<file path="config.mk">
export PLATFORM = sky130hd
export DESIGN_NAME = decode_stage
export DESIGN_NICKNAME = d
export VERILOG_FILES = /design/src/rtl/decode_stage.sv
export SDC_FILE = /design/constraint.sdc
export NUM_CORES = 1
export LEC_CHECK = 0
export CAP_MARGIN = 20
export CORE_MARGIN = 4
export CORE_UTILIZATION = 45
export DETAILED_ROUTE_END_ITERATION = 10
export MAX_ROUTING_LAYER = met4
export PLACE_DENSITY = 0.77
export SLEW_MARGIN = 40
export SYNTH_ARGS = -nofsm -noshare
export SYNTH_HDL_FRONTEND = slang
export SYNTH_SLANG_ARGS = --single-unit
</file>
<file path="constraint.sdc">
create_clock -name clk -period 3.5 [get_ports clk]
set_input_delay 0.525 -clock clk [delete_from_list [all_inputs] [get_ports clk]]
set_output_delay 0.525 -clock clk [all_outputs]
set_load 0.02 [all_outputs]
</file>
<file path="src/rtl/decode_stage.sv">
// Single registered MIPS decode stage with ready/valid handshake,
// load-use bubble insertion and flush.
module decode_stage #(
    parameter int unsigned ALUC_W    = 6,
    parameter bit          EN_BNE    = 1'b1,
    parameter bit          EN_SHIFTV = 1'b1,
    parameter bit          HAZARD_EN = 1'b1,
    parameter int unsigned CNT_W     = 16
) (
    input  logic              clk,
    input  logic              rst,
    input  logic              in_valid,
    output logic              in_ready,
    input  logic [31:0]       inst,
    input  logic              flush,
    output logic              out_valid,
    input  logic              out_ready,
    output logic [ALUC_W-1:0] alu_op,
    output logic [4:0]        shamt,
    output logic [4:0]        rs,
    output logic [4:0]        rt,
    output logic [4:0]        rf_waddr,
    output logic [31:0]       imm,
    output logic              rf_we,
    output logic              dm_rd,
    output logic              dm_wr,
    output logic              use_imm,
    output logic              shift_var,
    output logic              is_branch,
    output logic              br_ne,
    output logic              is_jump,
    output logic              illegal,
    output logic [CNT_W-1:0]  stall_cnt
);

    typedef enum logic [3:0] {
        ALU_ADDU = 4'd0,  ALU_SUBU = 4'd1,  ALU_ADD  = 4'd2,  ALU_AND  = 4'd3,
        ALU_OR   = 4'd4,  ALU_NOR  = 4'd5,  ALU_XOR  = 4'd6,  ALU_SUB  = 4'd7,
        ALU_SLL  = 4'd8,  ALU_SRL  = 4'd9,  ALU_SRA  = 4'd10, ALU_SLT  = 4'd11,
        ALU_SLTU = 4'd12, ALU_MOVN = 4'd13, ALU_MOVZ = 4'd14, ALU_LUI  = 4'd15
    } alu_code_t;

    typedef enum logic [5:0] {
        OP_RTYPE = 6'h00, OP_J     = 6'h02, OP_BEQ   = 6'h04, OP_BNE  = 6'h05,
        OP_ADDI  = 6'h08, OP_ADDIU = 6'h09, OP_SLTI  = 6'h0A, OP_SLTIU = 6'h0B,
        OP_ANDI  = 6'h0C, OP_ORI   = 6'h0D, OP_XORI  = 6'h0E, OP_LUI  = 6'h0F,
        OP_LW    = 6'h23, OP_SW    = 6'h2B
    } opcode_t;

    logic [5:0]  op, fn;
    logic [4:0]  in_rs, in_rt, in_rd;
    logic [31:0] sext, zext;
    alu_code_t   d_alu;
    logic [4:0]  d_waddr;
    logic [31:0] d_imm;
    logic        d_we, d_rd, d_wr, d_uimm, d_svar, d_br, d_bne, d_jmp, d_ill;
    logic        reads_rt, hazard, in_fire, out_fire;

    assign op    = inst[31:26];
    assign fn    = inst[5:0];
    assign in_rs = inst[25:21];
    assign in_rt = inst[20:16];
    assign in_rd = inst[15:11];
    assign sext  = {{16{inst[15]}}, inst[15:0]};
    assign zext  = {16'h0000, inst[15:0]};

    always_comb begin
        d_alu   = ALU_ADDU;
        d_waddr = '0;
        d_imm   = '0;
        d_we    = 1'b0;
        d_rd    = 1'b0;
        d_wr    = 1'b0;
        d_uimm  = 1'b0;
        d_svar  = 1'b0;
        d_br    = 1'b0;
        d_bne   = 1'b0;
        d_jmp   = 1'b0;
        d_ill   = 1'b0;
        case (op)
            OP_RTYPE: begin
                d_we    = (inst != '0);
                d_waddr = in_rd;
                case (fn)
                    6'h00: d_alu = (inst == '0) ? ALU_ADDU : ALU_SLL;
                    6'h02: d_alu = ALU_SRL;
                    6'h03: d_alu = ALU_SRA;
                    6'h04: begin d_alu = ALU_SLL; d_svar = 1'b1; d_ill = !EN_SHIFTV; end
                    6'h06: begin d_alu = ALU_SRL; d_svar = 1'b1; d_ill = !EN_SHIFTV; end
                    6'h07: begin d_alu = ALU_SRA; d_svar = 1'b1; d_ill = !EN_SHIFTV; end
                    6'h0A: d_alu = ALU_MOVZ;
                    6'h0B: d_alu = ALU_MOVN;
                    6'h20: d_alu = ALU_ADD;
                    6'h21: d_alu = ALU_ADDU;
                    6'h22: d_alu = ALU_SUB;
                    6'h23: d_alu = ALU_SUBU;
                    6'h24: d_alu = ALU_AND;
                    6'h25: d_alu = ALU_OR;
                    6'h26: d_alu = ALU_XOR;
                    6'h27: d_alu = ALU_NOR;
                    6'h2A: d_alu = ALU_SLT;
                    6'h2B: d_alu = ALU_SLTU;
                    default: d_ill = 1'b1;
                endcase
            end
            OP_ADDI, OP_ADDIU, OP_SLTI, OP_SLTIU, OP_ANDI, OP_ORI, OP_XORI, OP_LUI: begin
                d_we    = 1'b1;
                d_waddr = in_rt;
                d_uimm  = 1'b1;
                d_imm   = sext;
                case (op)
                    OP_ADDI:  d_alu = ALU_ADD;
                    OP_SLTI:  d_alu = ALU_SLT;
                    OP_SLTIU: d_alu = ALU_SLTU;
                    OP_ANDI:  begin d_alu = ALU_AND; d_imm = zext; end
                    OP_ORI:   begin d_alu = ALU_OR;  d_imm = zext; end
                    OP_XORI:  begin d_alu = ALU_XOR; d_imm = zext; end
                    OP_LUI:   begin d_alu = ALU_LUI; d_imm = {inst[15:0], 16'h0000}; end
                    default:  d_alu = ALU_ADDU;
                endcase
            end
            OP_LW: begin d_we = 1'b1; d_waddr = in_rt; d_rd = 1'b1; d_uimm = 1'b1; d_imm = sext; end
            OP_SW: begin d_wr = 1'b1; d_uimm = 1'b1; d_imm = sext; end
            OP_BEQ: begin d_alu = ALU_SUBU; d_br = 1'b1; d_imm = sext; end
            OP_BNE: begin
                d_alu = ALU_SUBU; d_br = 1'b1; d_bne = 1'b1; d_imm = sext; d_ill = !EN_BNE;
            end
            OP_J:    d_jmp = 1'b1;
            default: d_ill = 1'b1;
        endcase
        // An illegal decode carries no side effects, whatever the case arms set.
        if (d_ill) begin
            d_alu   = ALU_ADDU;
            d_waddr = '0;
            d_imm   = '0;
            d_we    = 1'b0;
            d_rd    = 1'b0;
            d_wr    = 1'b0;
            d_uimm  = 1'b0;
            d_svar  = 1'b0;
            d_br    = 1'b0;
            d_bne   = 1'b0;
            d_jmp   = 1'b0;
        end
    end

    assign reads_rt = (op == OP_RTYPE) || (op == OP_SW) || (op == OP_BEQ) || (op == OP_BNE);
    assign hazard   = HAZARD_EN && out_valid && dm_rd && (rf_waddr != '0) && in_valid &&
                      ((in_rs == rf_waddr) || (reads_rt && (in_rt == rf_waddr)));
    assign in_ready = !rst && (!out_valid || out_ready) && !hazard && !flush;
    assign in_fire  = in_valid && in_ready;
    assign out_fire = out_valid && out_ready;

    always_ff @(posedge clk or posedge rst) begin
        if (rst) begin
            out_valid <= 1'b0;
            alu_op    <= '0;
            shamt     <= '0;
            rs        <= '0;
            rt        <= '0;
            rf_waddr  <= '0;
            imm       <= '0;
            rf_we     <= 1'b0;
            dm_rd     <= 1'b0;
            dm_wr     <= 1'b0;
            use_imm   <= 1'b0;
            shift_var <= 1'b0;
            is_branch <= 1'b0;
            br_ne     <= 1'b0;
            is_jump   <= 1'b0;
            illegal   <= 1'b0;
            stall_cnt <= '0;
        end else if (flush) begin
            out_valid <= 1'b0;
        end else if (in_fire) begin
            out_valid <= 1'b1;
            alu_op    <= ALUC_W'(d_alu);
            shamt     <= inst[10:6];
            rs        <= in_rs;
            rt        <= in_rt;
            rf_waddr  <= d_waddr;
            imm       <= d_imm;
            rf_we     <= d_we;
            dm_rd     <= d_rd;
            dm_wr     <= d_wr;
            use_imm   <= d_uimm;
            shift_var <= d_svar;
            is_branch <= d_br;
            br_ne     <= d_bne;
            is_jump   <= d_jmp;
            illegal   <= d_ill;
        end else if (out_fire) begin
            out_valid <= 1'b0;
            if (hazard && (stall_cnt != '1))
                stall_cnt <= stall_cnt + CNT_W'(1);
        end
    end

endmodule

</file>
==> results of run 1 <==
worst min path at each step:
stage | startpoint | endpoint | slack [ns] | cells past startpoint
after floorplan | stall_cnt[5] | stall_cnt[5] | 0.59 | 1
after global placement | br_ne | br_ne | 0.47 | 2
after detailed placement | br_ne | br_ne | 0.47 | 2
after CTS | br_ne | br_ne | 0.49 | 2
after global routing | stall_cnt[5] | stall_cnt[5] | 0.52 | 1
final | br_ne | br_ne | 0.48 | 2
per-stage QoR:
step                cell area, sq um  power, mW  hold WS (ns)  cells
CTS                             5640       2.18         0.489    638
finish                          5640       2.17         0.484    638
global placement                5430       1.47         0.468    622
global route                    5640       2.26         0.518    638
floorplan                       4100       1.26         0.590    407
detailed placement              5440       1.48         0.470    622
worst reg2reg max path: cells and delay by family (launching register included):
family / cells / cell delay, ns
compound gates: 1 / 0.65
xor+xnor: 2 / 0.38
flops: 1 / 0.47
simple gates: 3 / 1.01
area by class of cell:
type                    count  area (sq um)
multi-input cells         289          1890
fillers                   744          3170
well taps                 108           135
inverters                   9          38.8
clock inverters             5          62.6
clock buffers              11           141
repair buffers            134          1320
flip-flops and latches     82          2050
state kept, by name (all words and copies together), names as in the netlist:
name and count:
stall_cnt 16, imm 32, br_ne 1, rf_waddr 5, shift_var 1, shamt 5
is_branch 1, rs 5, dm_wr 1, illegal 1, dm_rd 1, use_imm 1
out_valid 1, rt 5, is_jump 1, rf_we 1, alu_op 4
cells in the final DEF (no fill, tap or decap), types with 3 or more instances in the layout:
| cell | instances |
|---|---|
| o22ai_1 | 3 |
| clkbuf_8 | 10 |
| nor4_1 | 6 |
| dfrtp_1 | 82 |
| o21ai_0 | 37 |
| nor2b_1 | 3 |
| nor3_1 | 8 |
| a22oi_1 | 7 |
| or3_1 | 3 |
| a21oi_1 | 10 |
| nand2b_1 | 7 |
| nand2_1 | 35 |
| inv_1 | 8 |
| xnor2_1 | 9 |
| a32o_1 | 3 |
| nor2_1 | 39 |
| a22o_1 | 33 |
| buf_4 | 14 |
| clkdlybuf4s50_1 | 119 |
| nand3_1 | 11 |
| xor2_1 | 16 |
| and3_1 | 4 |
| nand4_1 | 5 |
| mux2_2 | 16 |
cell families after synthesis:
| kind of cell | share of synthesized area |
|---|---|
| and+or+nand+nor | 0.163 |
| AOI/OAI and AO/OA | 0.193 |
| DFF | 0.501 |
| buffers and inverters | 0.0391 |
| xor gates and xnor gates | 0.0535 |
| muxes | 0.0440 |
| adders and majority gates | 0.00550 |
| other | 0.000916 |
report_power, final:
part	leakage [nW]	internal [mW]	switching, mW
Combinational	1.24	0.206	0.220
Sequential	1.11	1.00	0.0300
Clock	0.0962	0.353	0.357
metal layers:
metal,up-vias,GRT usage,share of wire
met5,-,-,0
met2,140,0.346,0.48
met4,0,0.0627,0.0058
met1,1756,0.317,0.45
li1,1710,-,-
met3,6,0.0315,0.066
==> reports/summary.txt, run 1 <==
Num rows: 34
Cells after Synth: 406
CTS resizes: 0
Synth cell types: 56
Worst setup margin: 0.194 ns
Most common cell on crit path: clkdlybuf4s50_1
Drt first-iter violations: 160
Dominant cell type by area after synthesis: dfrtp_1
Core Area: 8810 sq um
Worst-margin pin slew: 0.575 ns
PwrDens: 384 nW/um^2
Fin util: 0.640
Post-route minimum period: 3.31 ns
Status: finished, final reports clean
CP startpoint kind: input pin
N_diodes: 0
Grt ovf: 0
DRT antenna net count: 0
# hold bufs at CTS: 0
Initial antenna violation count: 0
Share of layout cells above drive strength 1: 0.102
Flop2flop setup slack: 0.92 ns
Number of global-route vias before repair: 3492
CP max-delay cell: clkdlybuf4s50_1
Top post-synthesis cells by count: dfrtp_1, nor2_1, o21ai_0
Num ports: 122
Layout Nets: 563
Post-synth ARST share: 1.00
Crit path cell chain: clkdlybuf4s50_1, nand4b_4, a2bb2oi_1, or4_4, a21oi_1, nor2_1, clkdlybuf4s50_1
Largest net degree at the start of global routing: 50
Worst Setup SP: inst[26]
Syn avg cell area: 10.1 sq um
Total global-route track usage: 0.226
Count leader, synth: dfrtp_1
Synthesis-to-layout area growth: 37.7%
Final Max Slew Viols: 0
CP bufs+invs: 2
Crit path max-delay family: buffers and inverters
VDD IR max: 0.230 mV
CTS tree: built
Final Skew: 0.0135 ns
RSZ-0062 raised after global routing: no
Number of CTS-inserted buffers: 9
Placed wire-length estimate: 8.43 mm
H-tree levels: 3
WL final: 11.5 mm
Synth Warn #: 0
Maximum clock rate: 302 MHz
Worst slack at placement: 0.199 ns
Yosys top cell area share: 0.501
Number of port buffers: 119
RR Startpoint: rf_waddr[0]
Period Utilization, post-route: 0.945
Die width: 103 microns
EDFF count, synth: 0
CP Data Required Time: 2.97 ns
Crit Reg-Reg Endpoint: stall_cnt[12]
Crit. End Element: output port
Setup TNS: 0 ns
Initial Util: 0.465
Register clock-pin slew on the reported worst setup and hold paths: 0.08 ns
Post-CTS Setup Repair Bufs: 0
Die Footprint: 10700 sq um
Critical path peak fanout: 7
Die Y: 103 microns
First-pass GRT wire length: 18.2 mm
LEAKAGE: 2.44 nW
Final Hold Fails: 0
Vias post-DR: 3612
Gpl congestion: 0.877
First-pass detailed-route iteration total: 4
WL/cell: 18.0 microns
Latest clock arrival within the worst-skew pair: 0.36 ns
Slew HR: 0.616
Register area share after synthesis: 0.501
Post-synth top flop: dfrtp_1
Max-cap violations: 0
Via/cell ratio: 5.66
Flops & latches, synth: 82
WS Path Type: input pin to output port
Synth area leaders: dfrtp_1, a22o_1, o21ai_0
Min-delay worst type: flip-flop to flip-flop
CTS sink cnt: 82
Slowest cell delay on critical path: 0.65 ns
Crit. path cell count: 7
Bufs on Longest Clock Path: 2
Reg2Reg Depth: 6
Mapped cell area: 4090 sq um
Worst Setup EP: in_ready
Final setup viols: 0
DRC viols: 0
CTS Root Cell: clkbuf_8
Worst Path Arrival: 2.78 ns
(Power assumes the default switching activity.)
==> run 2: changes to the inputs <==
--- a/config.mk
+++ b/config.mk
@@ -9,6 +9,7 @@
 export CORE_MARGIN = 4
 export CORE_UTILIZATION = 45
 export DETAILED_ROUTE_END_ITERATION = 10
+export GPL_ROUTABILITY_DRIVEN = 0
 export MAX_ROUTING_LAYER = met4
 export PLACE_DENSITY = 0.77
 export SLEW_MARGIN = 40
==> results of run 2 <==
The final DEF is identical to that of run 1; final timing and power are the same.
